File: config.mk
export PLATFORM = sky130hd
export DESIGN_NAME = rv32i_multicycle_ctrl
export DESIGN_NICKNAME = d
export VERILOG_FILES = /design/src/rtl/rv32i_multicycle_ctrl.sv
export SDC_FILE = /design/constraint.sdc
export NUM_CORES = 1
export LEC_CHECK = 0
export ABC_AREA = 0
export BUFFER_PORTS_ARGS = -buffer_cell sky130_fd_sc_hd__buf_2
export CORE_AREA = 4 4 47 49
export DETAILED_ROUTE_END_ITERATION = 6
export DIE_AREA = 0 0 51 53
export HOLD_SLACK_MARGIN = 0.1
export PLACE_DENSITY = 0.81
export SYNTH_ARGS = -nofsm -noshare
export SYNTH_HDL_FRONTEND = slang
export SYNTH_SLANG_ARGS = --single-unit
File: constraint.sdc
create_clock -name clk -period 1.76 [get_ports clk]
set_input_delay 0.352 -clock clk [delete_from_list [all_inputs] [get_ports clk]]
set_output_delay 0.352 -clock clk [all_outputs]
set_load 0.02 [all_outputs]
File: src/rtl/rv32i_multicycle_ctrl.sv
// rv32i_multicycle_ctrl
// Moore control FSM for a shared-datapath RV32I multicycle core.
// Supported instructions: lw, sw, R-type ALU, I-type ALU, the six branches,
// jal and jalr. Any other encoding enters TRAP, which is left only by reset.
//
// Ports
//   clk              system clock, rising-edge state updates
//   rst_n            synchronous active-low reset
//   i_op             instr[6:0] from the instruction register
//   i_funct3         instr[14:12] from the instruction register
//   i_mem_ready      memory port completes the current access this cycle
//   i_branch_taken   ALU comparator result for the current branch
//   o_pc_write       PC load enable
//   o_adr_src        memory address select: 0 = PC, 1 = ALUOut
//   o_mem_write      store request, held until i_mem_ready
//   o_ir_write       IR / OldPC load enable
//   o_reg_write      register file write enable
//   o_result_src     00 = ALUOut, 01 = read data, 10 = ALU result direct
//   o_alu_src_a      00 = PC, 01 = OldPC, 10 = rs1
//   o_alu_src_b      00 = rs2, 01 = imm, 10 = constant 4
//   o_alu_op         00 = add, 01 = branch compare, 10 = funct-decoded
//   o_imm_src        00 = I, 01 = S, 10 = B, 11 = J
//   o_instr_done     one-cycle pulse in the final state of each instruction
//   o_illegal        sticky flag, set on entry to TRAP
//   o_dbg_state      current FSM state encoding
//
// Handshake: a memory access is in progress for every cycle the FSM sits in
// FETCH, MEMREAD or MEMWRITE; the access completes on the cycle i_mem_ready
// is 1, and only then does the FSM advance (and, for FETCH, load PC/IR).
module rv32i_multicycle_ctrl #(
  parameter logic [3:0] RESET_STATE = 4'd0
) (
  input  logic       clk,
  input  logic       rst_n,
  input  logic [6:0] i_op,
  input  logic [2:0] i_funct3,
  input  logic       i_mem_ready,
  input  logic       i_branch_taken,
  output logic       o_pc_write,
  output logic       o_adr_src,
  output logic       o_mem_write,
  output logic       o_ir_write,
  output logic       o_reg_write,
  output logic [1:0] o_result_src,
  output logic [1:0] o_alu_src_a,
  output logic [1:0] o_alu_src_b,
  output logic [1:0] o_alu_op,
  output logic [1:0] o_imm_src,
  output logic       o_instr_done,
  output logic       o_illegal,
  output logic [3:0] o_dbg_state
);

  localparam logic [6:0] OP_LOAD   = 7'b0000011;
  localparam logic [6:0] OP_STORE  = 7'b0100011;
  localparam logic [6:0] OP_RTYPE  = 7'b0110011;
  localparam logic [6:0] OP_ITYPE  = 7'b0010011;
  localparam logic [6:0] OP_BRANCH = 7'b1100011;
  localparam logic [6:0] OP_JAL    = 7'b1101111;
  localparam logic [6:0] OP_JALR   = 7'b1100111;

  typedef enum logic [3:0] {
    S_FETCH    = 4'd0,
    S_DECODE   = 4'd1,
    S_MEMADR   = 4'd2,
    S_MEMREAD  = 4'd3,
    S_MEMWB    = 4'd4,
    S_MEMWRITE = 4'd5,
    S_EXEC_R   = 4'd6,
    S_EXEC_I   = 4'd7,
    S_ALUWB    = 4'd8,
    S_BRANCH   = 4'd9,
    S_JAL      = 4'd10,
    S_JALR     = 4'd11,
    S_LINK     = 4'd12,
    S_TRAP     = 4'd13
  } state_t;

  state_t      r_state;
  state_t      w_next;
  logic        r_illegal;

  logic        w_pc_write;
  logic        w_adr_src;
  logic        w_mem_write;
  logic        w_ir_write;
  logic        w_reg_write;
  logic [1:0]  w_result_src;
  logic [1:0]  w_alu_src_a;
  logic [1:0]  w_alu_src_b;
  logic [1:0]  w_alu_op;
  logic [1:0]  w_imm_src;
  logic        w_instr_done;

  // State register and sticky trap flag.
  always_ff @(posedge clk) begin
    if (!rst_n) begin
      r_state   <= state_t'(RESET_STATE);
      r_illegal <= 1'b0;
    end else begin
      r_state <= w_next;
      if (w_next == S_TRAP) begin
        r_illegal <= 1'b1;
      end
    end
  end

  // Immediate format follows the opcode in every state so the extender is
  // already settled when DECODE computes the branch/jal target.
  always_comb begin
    w_imm_src = 2'b00;
    case (i_op)
      OP_STORE:  w_imm_src = 2'b01;
      OP_BRANCH: w_imm_src = 2'b10;
      OP_JAL:    w_imm_src = 2'b11;
      default:   w_imm_src = 2'b00;
    endcase
  end

  // Next-state and datapath controls.
  always_comb begin
    w_next       = r_state;
    w_pc_write   = 1'b0;
    w_adr_src    = 1'b0;
    w_mem_write  = 1'b0;
    w_ir_write   = 1'b0;
    w_reg_write  = 1'b0;
    w_result_src = 2'b00;
    w_alu_src_a  = 2'b00;
    w_alu_src_b  = 2'b00;
    w_alu_op     = 2'b00;
    w_instr_done = 1'b0;

    case (r_state)
      S_FETCH: begin
        // PC + 4 goes straight to the PC while the word is latched into IR.
        w_alu_src_b  = 2'b10;
        w_result_src = 2'b10;
        w_ir_write   = i_mem_ready;
        w_pc_write   = i_mem_ready;
        if (i_mem_ready) begin
          w_next = S_DECODE;
        end
      end
      S_DECODE: begin
        // OldPC + imm lands in ALUOut for a later branch or jal.
        w_alu_src_a = 2'b01;
        w_alu_src_b = 2'b01;
        case (i_op)
          OP_LOAD:   w_next = (i_funct3 == 3'b010) ? S_MEMADR : S_TRAP;
          OP_STORE:  w_next = (i_funct3 == 3'b010) ? S_MEMADR : S_TRAP;
          OP_RTYPE:  w_next = S_EXEC_R;
          OP_ITYPE:  w_next = S_EXEC_I;
          OP_BRANCH: w_next = (i_funct3[2:1] == 2'b01) ? S_TRAP : S_BRANCH;
          OP_JAL:    w_next = S_JAL;
          OP_JALR:   w_next = (i_funct3 == 3'b000) ? S_JALR : S_TRAP;
          default:   w_next = S_TRAP;
        endcase
      end
      S_MEMADR: begin
        w_alu_src_a = 2'b10;
        w_alu_src_b = 2'b01;
        w_next      = (i_op == OP_LOAD) ? S_MEMREAD : S_MEMWRITE;
      end
      S_MEMREAD: begin
        w_adr_src = 1'b1;
        if (i_mem_ready) begin
          w_next = S_MEMWB;
        end
      end
      S_MEMWB: begin
        w_result_src = 2'b01;
        w_reg_write  = 1'b1;
        w_instr_done = 1'b1;
        w_next       = S_FETCH;
      end
      S_MEMWRITE: begin
        w_adr_src   = 1'b1;
        w_mem_write = 1'b1;
        if (i_mem_ready) begin
          w_instr_done = 1'b1;
          w_next       = S_FETCH;
        end
      end
      S_EXEC_R: begin
        w_alu_src_a = 2'b10;
        w_alu_op    = 2'b10;
        w_next      = S_ALUWB;
      end
      S_EXEC_I: begin
        w_alu_src_a = 2'b10;
        w_alu_src_b = 2'b01;
        w_alu_op    = 2'b10;
        w_next      = S_ALUWB;
      end
      S_ALUWB: begin
        w_reg_write  = 1'b1;
        w_instr_done = 1'b1;
        w_next       = S_FETCH;
      end
      S_BRANCH: begin
        // Target already sits in ALUOut; the comparator decides the load.
        w_alu_src_a  = 2'b10;
        w_alu_op     = 2'b01;
        w_pc_write   = i_branch_taken;
        w_instr_done = 1'b1;
        w_next       = S_FETCH;
      end
      S_JAL: begin
        w_pc_write = 1'b1;
        w_next     = S_LINK;
      end
      S_JALR: begin
        w_alu_src_a  = 2'b10;
        w_alu_src_b  = 2'b01;
        w_result_src = 2'b10;
        w_pc_write   = 1'b1;
        w_next       = S_LINK;
      end
      S_LINK: begin
        // Link value is OldPC + 4, since PC has already been redirected.
        w_alu_src_a  = 2'b01;
        w_alu_src_b  = 2'b10;
        w_result_src = 2'b10;
        w_reg_write  = 1'b1;
        w_instr_done = 1'b1;
        w_next       = S_FETCH;
      end
      S_TRAP: begin
        w_next = S_TRAP;
      end
      default: begin
        w_next = S_TRAP;
      end
    endcase
  end

  // While reset is held every enable is off and every select parks at 00.
  assign o_pc_write   = rst_n & w_pc_write;
  assign o_adr_src    = rst_n & w_adr_src;
  assign o_mem_write  = rst_n & w_mem_write;
  assign o_ir_write   = rst_n & w_ir_write;
  assign o_reg_write  = rst_n & w_reg_write;
  assign o_instr_done = rst_n & w_instr_done;
  assign o_result_src = rst_n ? w_result_src : 2'b00;
  assign o_alu_src_a  = rst_n ? w_alu_src_a  : 2'b00;
  assign o_alu_src_b  = rst_n ? w_alu_src_b  : 2'b00;
  assign o_alu_op     = rst_n ? w_alu_op     : 2'b00;
  assign o_imm_src    = rst_n ? w_imm_src    : 2'b00;
  assign o_illegal    = r_illegal;
  assign o_dbg_state  = r_state;

endmodule

==> results of run 1 <==
## final timing paths
check / endpoint / slack [ns]
min: o_illegal / 0.46
max reg2reg: o_illegal / 0.14
max: o_instr_done / 0.04
min reg2reg: o_illegal / 0.46
## layout make-up
cell class,instances,area share [%]
Multi-Input combinational cell,88,53.7
Clock buffer,4,2.30
Sequential cell,5,10.1
Timing Repair Buffer,52,29.3
Tap cell,27,2.96
Inverter,5,1.64
## flip-flops by register name, summed over array words and instances, names as in the netlist
name and flops:
o_illegal 1, o_dbg_state 4
## cell families after synthesis
logic type | after synthesis | share of synthesized area, %
AND/OR/NAND/NOR | 58 | 46.3
buffers and inverters | 11 | 5.97
flip-flops | 5 | 14.5
AO/OA/AOI/OAI | 29 | 32.0
XOR/XNOR | 1 | 1.27
## cells in the final DEF, fill, tap and decap left out, types with 2 or more instances in the layout
cell and instances:
nand2_1 13, buf_2 30, o21ai_0 3, a21boi_1 2, nand2b_1 5, and2_1 5
and3_1 5, o21ai_1 4, nand3_1 2, nor3_1 2, buf_4 17, nor2b_1 2
nor2_2 2, a31oi_1 3, a21oi_1 3, o2111ai_1 2, o211ai_1 2, nor2_1 6
dfxtp_4 4, buf_6 5, clkbuf_4 3, inv_1 4
## power groups by stage
stage	logic (mW)	registers (mW)	clock network, mW
floorplan	0.226	0.150	0
global placement	0.346	0.150	0
detailed placement	0.361	0.151	0
CTS	0.376	0.154	0.143
global route	0.470	0.156	0.153
finish	0.429	0.154	0.146
## synth_stat cells, types with 2 or more instances
cell type  instances
clkbuf_1           6
o2111ai_1          2
inv_1              5
nand2_1           14
nand3_1            2
nor3_1             3
a21oi_1            3
and2_1             5
o21ai_0            7
nor2_1             9
nor3b_1            2
and3_1             7
nor2b_1            4
dfxtp_1            5
nand2b_1           5
o211ai_1           2
a31oi_1            3
## layer usage
layer,vias to the layer above,routed length [um]
met1,452,961
met3,2,147
li1,483,-
met2,39,1290
met5,-,0
met4,0,25
## timing repair
action | in CTS | in global routing
cloned | 0 | 0
setup endpoints to repair | 7 | 6
hold buffers | 0 | 0
buffers inserted | 0 | 5
pin swaps | 1 | 7
resized for setup | 14 | 21
## stage by stage
stage,instance area [um2],cells
finish,1140,181
global route,1140,181
CTS,1050,176
detailed placement,986,172
global placement,986,172
floorplan,716,104
==> metrics, run 1 <==
status finished, final reports clean; # DRC 0; GRT Max-Usage Layer met2; worst hold-check path type reg2reg; Netlist cell types 37; Die Span X 51 um; MaxCap Viol Count 0; Net Switching 0.313 mW; sequential fraction of the synthesis area 14.5%; M2 GR Usage 37.3%; Worst slew margin 81.2%; worst vdd rail ir drop 0.000422 V; Critical Path Max Stage Delay 0.38 ns; Top Ports 35; pwr dens 639 nW/um2; final HPWL from detailed placement 1.86 mm; Post-Route Skew 0.00954 ns; Synth area leaders dfxtp_1 14%, nand2_1 7.6%, and3_1 6.3%; clk sinks 5; total design power 0.730 mW; Crit path max-delay family flip-flops; Total GRT Usage 18.5%; pre-CTS setup slack -0.173 ns; CP most frequent cell buf_6; Die Area 2700 um2; Worst Path Arrival 1.37 ns; hold_ws 0.460 ns; worst skew pair latency 0.26 ns; clk root buf clkbuf_4; worst reg-to-reg path cell count 5; Via density 5.39; crit path buf inv count 2; initial antenna violation count 0; WP data required 1.41 ns; IO buf count 34; maximum fanout along the worst path 8; via count 976; crit path kind reg2out; Critical path origin o_dbg_state[3]; post-synth top area share 14.5%; largest net degree at the start of global routing 15; worst-path cell chain nor2_4 > buf_6 > nor2_2 > a211o_1 > buf_6; fmax 580 MHz; Final Core Density 61.3%; initial drt markers 24; first-pass GRT wire length 3.86 mm; Int Power 0.416 mW; FF/Latch Area 115 um2; Flop pwr share 21.1%; vias in the first global route 907; final hold vios 0; mean post-synth cell area 6.65 um2; CTS clk-pin slew, worst paths 0.05 ns; setup TNS 0 ns; Top FF cell, synth dfxtp_1; number of synthesized flops with an enable pin 0; Setup crit end kind output pin; share of post-route cells with drive strength above 1 50.6%; Ys Warns 0; core area 1860 um2; worst setup margin 0.0369 ns; syn_nets 118; crit path time final 1.72 ns; Final #Nets 169; LEAKAGE 0.555 nW; Num CTS Buffers 3; Combinational Power Share 58.8%; Sw Share 42.9%; # H-tree levels 1; GRT overflow 0; FF+latch count, synth 5; Netlist Area Pre-Place 692 um2; Post-synth ARST share 0%; Final setup viols 0; chip height 53 um; total stage count of the critical path 5; Initial Util 37.2%; DRT Wirelength 2.42 mm; Hold Path Stages 1; hold path start o_illegal; Rows 16; element type at the critical path start flip-flop; Area Growth Syn to Fin 64.9%; worst-margin pin slew 0.280 ns; Max clock buf depth 2; RSZ-0062 raised after global routing yes; CTS tree built; Final period util 97.9%; Clk pwr share 20.1%; CP max stage cell dfxtp_4; grt met1 use 19.8%; grt met3 use 2.25%; Worst R2R Start o_dbg_state[2]; Antenna Nets Post-Route 0; Fill cells 180; final slew viol count 0; antenna cells 0; multi-input logic area 613 um2; post-synthesis cell count 104; Initial DRT Pass Iterations 4; RD Place Congestion 0.768; WL/cell 13.4 um; leading area contributor after synthesis dfxtp_1
No activity file was read; power rests on OpenSTA's default activity.
==> run 2, diff against run 1 <==
RECOVER_POWER = 50   (was unset)
==> run 2 against run 1 <==
Routed wire length grew 0.17%. Sequential power is essentially flat. Cell area shrank 0.44%. Global-route usage is the same. Utilization shrank 0.27 points. Fmax is essentially flat. Setup slack gained 0.0010 ns. Clock power is essentially flat. First-iteration DRC count grew 4.2%. Critical path depth is the same. Cell count is the same. Critical path type unchanged. Critical endpoint unchanged. Largest power group unchanged.
==> metrics, run 2 (synthesis gave the netlist of run 1 again) <==
worst-path cell chain nor2_4 > buf_6 > nor2_2 > a211o_1 > buf_6; # H-tree levels 1 (unchanged); hold_ws 0.462 ns (+0.00168 ns); cts hold-fix bufs 0 (unchanged); worst reg-to-reg path cell count 5 (unchanged); Rows 16 (unchanged); Die Span X 51 um (unchanged); worst vdd rail ir drop 0.000421 V (about the same); largest net degree at the start of global routing 15 (unchanged); Int Power 0.416 mW (-0.18%); Die Area 2700 um2 (unchanged); Post-Route Skew 0.00967 ns (+0.000134 ns); Sw Share 43.0% (+0.082 points); # DRC 0 (unchanged); crit path kind reg2out; Critical Path Max Stage Delay 0.38 ns (about the same); worst hold-check path type reg2reg; CP max stage cell dfxtp_4; first-pass GRT wire length 3.86 mm (unchanged); RSZ-0062 raised after global routing yes; reg-to-reg endpoint o_illegal; LEAKAGE 0.545 nW (-1.9%); CTS clk-pin slew, worst paths 0.05 ns (about the same); initial drt markers 25 (+4.2%); Clk pwr share 20.0% (about the same); Final period util 97.8% (about the same); via count 973 (-0.31%); crit path buf inv count 2 (unchanged); Area Growth Syn to Fin 64.2%; crit path to o_instr_done; element type at the critical path start flip-flop; Max clock buf depth 2 (unchanged); chip height 53 um (unchanged); clk sinks 5 (unchanged); final HPWL from detailed placement 1.86 mm (unchanged); CP most frequent cell buf_6; total design power 0.729 mW (about the same); IO buf count 34 (unchanged); most common cell after layout, fill and taps aside buf_2; pwr dens 642 nW/um2 (+0.40%); clk root buf clkbuf_4; Worst R2R Start o_dbg_state[2]; vias in the first global route 907 (unchanged); antenna cells 0 (unchanged); Worst Path Arrival 1.37 ns (about the same); Initial DRT Pass Iterations 4 (unchanged); worst skew pair latency 0.26 ns (about the same); Num CTS Buffers 3 (unchanged); RD Place Congestion 0.768 (unchanged); WL/cell 13.4 um (+0.17%); Total GRT Usage 18.5% (unchanged); Final setup viols 0 (unchanged); most frequent cells in the layout 28 x buf_2, 17 x buf_4, 13 x nand2_1, 6 x nor2_1; GRT overflow 0 (unchanged); Crit path max-delay family flip-flops; Via density 5.38 (-0.31%); WP data required 1.41 ns (about the same); final hold vios 0 (unchanged); CTS tree built; Combinational Power Share 58.7% (about the same); share of post-route cells with drive strength above 1 48.7% (-1.9 points); final slew viol count 0 (unchanged); DRT Wirelength 2.43 mm (+0.17%); Antenna Nets Post-Route 0 (unchanged); maximum fanout along the worst path 8 (unchanged); fmax 581 MHz (about the same); Flop pwr share 21.2% (about the same); Initial Util 37.2% (unchanged); Critical path origin o_dbg_state[3]; Largest register FFs 4 (unchanged); Final #Nets 169 (unchanged); MaxCap Viol Count 0 (unchanged); status finished, final reports clean; total stage count of the critical path 5 (unchanged); Setup crit end kind output pin; crit path time final 1.72 ns (-0.00105 ns); R2R setup slack 0.14 ns (about the same); Top Ports 35 (unchanged); Worst slew margin 81.2% (unchanged); initial antenna violation count 0 (unchanged); core area 1860 um2 (unchanged); worst-margin pin slew 0.280 ns (unchanged); Net Switching 0.314 mW (+0.15%)
[run 2: cell count changes in the layout (fill, tap and decap cells not counted)]
cell      before  now
buf_2         30   28
clkbuf_1       1    3
or2_0          0    1
or2_4          1    0
[run 2: what timing repair did]
action / in CTS / in global routing
resized for setup: 14 / 21
endpoints found under the setup margin: 7 / 6
pin swaps: 1 / 7
setup buffers: 0 / 5
[run 2: how the worst min path moves through the flow]
stage | from | slack (ns) | cells after the start | endpoint
global placement | o_illegal | 0.45 | 1 | o_illegal
CTS | o_illegal | 0.46 | 1 | o_illegal
finish | o_illegal | 0.46 | 1 | o_illegal
floorplan | rst_n | 0.48 | 2 | o_dbg_state[3]
global route | o_illegal | 0.48 | 1 | o_illegal
detailed placement | o_illegal | 0.45 | 1 | o_illegal
[run 2: area by class of cell]
| type | instances | area (um2) |
|---|---|---|
| tap | 27 | 33.8 |
| clock buffer | 4 | 26.3 |
| timing repair buffer | 52 | 332 |
| inverter | 5 | 18.8 |
| sequential | 5 | 115 |
| fill | 180 | 726 |
| multi-input combinational | 88 | 611 |
[run 2: through the flow]
step                      instances  TNS, ns  utilization (%)  setup WS (ns)  cell area (um2)
after floorplan                 104        0                -        0.00417              716
after global placement          172   -0.133             53.0         -0.110              986
after detailed placement        172   -0.291             53.0         -0.173              986
after CTS                       176        0             56.6        0.00219             1050
after global routing            181  -0.0978             61.0        -0.0402             1140
final                           181        0             61.0         0.0380             1140
[run 2: per-layer routing]
| layer | part of all wire [%] | wire (um) | global-route usage, % | vias to the layer above |
|---|---|---|---|---|
| met5 | 0 | 0 | 0 | - |
| met4 | 1.0 | 25 | 5.38 | 0 |
| met3 | 6.8 | 165 | 2.25 | 2 |
| met2 | 53 | 1280 | 37.3 | 39 |
| met1 | 40 | 959 | 19.8 | 449 |
| li1 | - | - | - | 483 |
[run 2: worst reg2reg max path: stages, from the launching register on]
cell     delay (ns)
dfxtp_4        0.38
buf_2          0.16
nor2b_1        0.14
a31o_2         0.21
a221o_1        0.38
a32o_1         0.25
[run 2: power groups by stage]
stage	Combinational, mW	Sequential [mW]	Clock (mW)
after floorplan	0.226	0.150	0
after global placement	0.346	0.150	0
after detailed placement	0.361	0.151	0
after CTS	0.376	0.154	0.143
after global routing	0.469	0.156	0.153
final	0.428	0.155	0.146
==> run 3, diff against run 2 <==
CORE_AREA = 4 4 50 52   (was 4 4 47 49)
DIE_AREA = 0 0 54 56   (was 0 0 51 53)
GPL_ROUTABILITY_DRIVEN = 0   (was unset)
PLACE_DENSITY = 0.73   (was 0.81)
==> run 3 against run 2 <==
Sequential power down 5%. Clock skew about the same. Worst hold slack better by 0.022 ns. Routed wire length up 1.0%. Register-to-register slack worse by 0.03 ns. Total power up 0.72%. Utilization down 5.4 points. Clock power down 9%. Via count down 2.6%. Critical path depth down 1. Cell count up 1.7%. Global-route usage down 2.8 points. Critical path type unchanged. Critical endpoint unchanged.
==> metrics, run 3 (synthesis gave the netlist of run 1 again) <==
worst skew pair latency 0.24 ns (-0.02 ns); Final Core Density 55.6% (-5.4 points); initial antenna violation count 0 (unchanged); CTS tree built; worst vdd rail ir drop 0.000340 V (-19%); Final #Nets 171 (+1.2%); Hold Path Stages 1 (unchanged); Rows 17 (+1); Post-Route Skew 0.00957 ns (-0.000105 ns); cts hold-fix bufs 0 (unchanged); worst-path cell chain nor2b_4 > and3_2 > a211o_1 > buf_6; chip height 56 um (+5.7%); FF/Latch Area 113 um2 (-2.2%); CP max stage cell dfxtp_2; Via density 5.15 (-4.2%); most common cell after layout, fill and taps aside buf_2; # DRC 0 (unchanged); Initial Util 32.9% (-4.3 points); Worst R2R Start o_dbg_state[3]; final hold vios 0 (unchanged); MaxCap Viol Count 0 (unchanged); # H-tree levels 1 (unchanged); maximum fanout along the worst path 6 (-2); Initial DRT Pass Iterations 4 (unchanged); worst hold-check path type reg2reg; Combinational Power Share 61.7% (+3.0 points); Net Switching 0.306 mW (-2.5%); DP Cell Count 175 (+1.7%); final slew viol count 0 (unchanged); most frequent cells in the layout 23 x buf_2, 18 x buf_4, 14 x nand2_1, 7 x clkbuf_1, 7 x buf_6; pwr dens 627 nW/um2 (-2.3%); crit path kind reg2out; initial drt markers 16 (-36%); Final period util 97.8% (about the same); multi-input logic area 627 um2 (+2.7%); IO buf count 34 (unchanged); Fill cells 190 (+5.6%); GRT overflow 0 (unchanged); status finished, final reports clean; vias in the first global route 889 (-2.0%); Flop pwr share 20.2% (-1.0 points); R2R setup slack 0.11 ns (-0.03 ns); share of post-route cells with drive strength above 1 48.1% (-0.62 points); via count 948 (-2.6%); clk sinks 5 (unchanged); first-pass GRT wire length 3.78 mm (-2.0%); Post-DP Area 1000 um2 (+1.6%); Largest register FFs 4 (unchanged); Die Area 3020 um2 (+12%); hold endpoint o_illegal; CTS clk-pin slew, worst paths 0.05 ns (about the same); Max clock buf depth 2 (unchanged); Final Non-Filler Cells 184 (+1.7%); worst reg-to-reg path cell count 6 (+1); clk root buf clkbuf_4; Num CTS Buffers 3 (unchanged); Final setup viols 0 (unchanged); worst-margin pin slew 0.310 ns (+0.0299 ns); Critical Path Max Stage Delay 0.34 ns (-0.04 ns); element type at the critical path start flip-flop; hold path start o_illegal; Setup crit end kind output pin; hold_ws 0.484 ns (+0.0223 ns); core area 2110 um2 (+13%); Top Ports 35 (unchanged); antenna cells 0 (unchanged); Antenna Nets Post-Route 0 (unchanged); reg-to-reg endpoint o_illegal; fmax 581 MHz (about the same); Total GRT Usage 15.8% (-2.8 points); DRT Wirelength 2.45 mm (+1.0%); Worst Path Arrival 1.37 ns (about the same); final HPWL from detailed placement 1.92 mm (+3.0%); largest net degree at the start of global routing 15 (unchanged); LEAKAGE 0.548 nW (+0.61%); WL/cell 13.3 um (-0.62%); Die Span X 54 um (+5.9%); Worst slew margin 79.3% (-1.9 points); Sw Share 41.6% (-1.4 points); Area Growth Syn to Fin 69.3%; Int Power 0.429 mW (+3.2%); post-route cell area 1170 um2 (+3.1%); RSZ-0062 raised after global routing yes; crit path time final 1.72 ns (+0.0000158 ns); Clk pwr share 18.2% (-1.8 points); WP data required 1.41 ns (about the same)
==> run 3: changes by cell type in the layout (fill, tap and decap cells not counted), sizes merged <==
cell / previous run / this run
clkbuf: 6 / 10
buf: 50 / 48
==> run 3: per-stage QoR <==
| stage | power [mW] | setup TNS, ns | worst slack [ns] |
|---|---|---|---|
| after floorplan | 0.376 | 0 | 0.00417 |
| after global placement | 0.506 | -0.128 | -0.112 |
| after detailed placement | 0.518 | -0.348 | -0.210 |
| after CTS | 0.666 | 0 | 0.000624 |
| after global routing | 0.786 | -0.0552 | -0.0242 |
| final | 0.735 | 0 | 0.0380 |
==> run 3: cell type report <==
class | count | share of cell area (%)
inverters | 5 | 1.60
repair buffers | 54 | 30.0
well taps | 28 | 2.99
flip-flops and latches | 5 | 9.62
multi-input cells | 88 | 53.5
clock buffers | 4 | 2.24
==> run 3: worst max path at each step <==
stage / from / to / slack (ns) / cells after the start
global placement: i_op[2] / o_illegal / -0.11 / 6
CTS: o_dbg_state[2] / o_instr_done / 0.0006 / 5
global route: o_dbg_state[2] / o_alu_src_b[0] / -0.02 / 6
finish: o_dbg_state[0] / o_instr_done / 0.04 / 4
detailed placement: i_op[2] / o_illegal / -0.21 / 6
floorplan: i_op[4] / o_imm_src[1] / 0.004 / 3
==> run 3: worst max-delay path: cells and delay by family, from the launching register on <==
| family | cells | cell delay (ns) |
|---|---|---|
| AOI/OAI and AO/OA | 1 | 0.30 |
| buffers and inverters | 1 | 0.13 |
| DFF | 1 | 0.34 |
| and+or+nand+nor | 2 | 0.35 |
==> run 3: routing by layer <==
| layer | wire, um | share of wire [%] | GRT usage (%) | up-vias |
|---|---|---|---|---|
| li1 | - | - | - | 484 |
| met1 | 983 | 40 | 19.0 | 432 |
| met2 | 1320 | 54 | 28.9 | 30 |
| met3 | 141 | 5.8 | 0.804 | 2 |
| met4 | 11 | 0.45 | 4.27 | 0 |
| met5 | 0 | 0 | 0 | - |
==> run 3: what timing repair did <==
item,4_1_cts,5_1_grt
pin swaps,1,6
buffers inserted,0,5
resized for setup,11,22
hold endpoints to repair,0,0
endpoints found under the setup margin,6,7
==> run 3: power by group through the flow <==
stage	combinational, mW	sequential, mW	clock, mW
2_1_floorplan	0.226	0.150	0
3_3_place_gp	0.364	0.141	0
3_5_place_dp	0.377	0.141	0
4_1_cts	0.389	0.144	0.133
5_1_grt	0.492	0.152	0.142
6_report	0.453	0.148	0.133
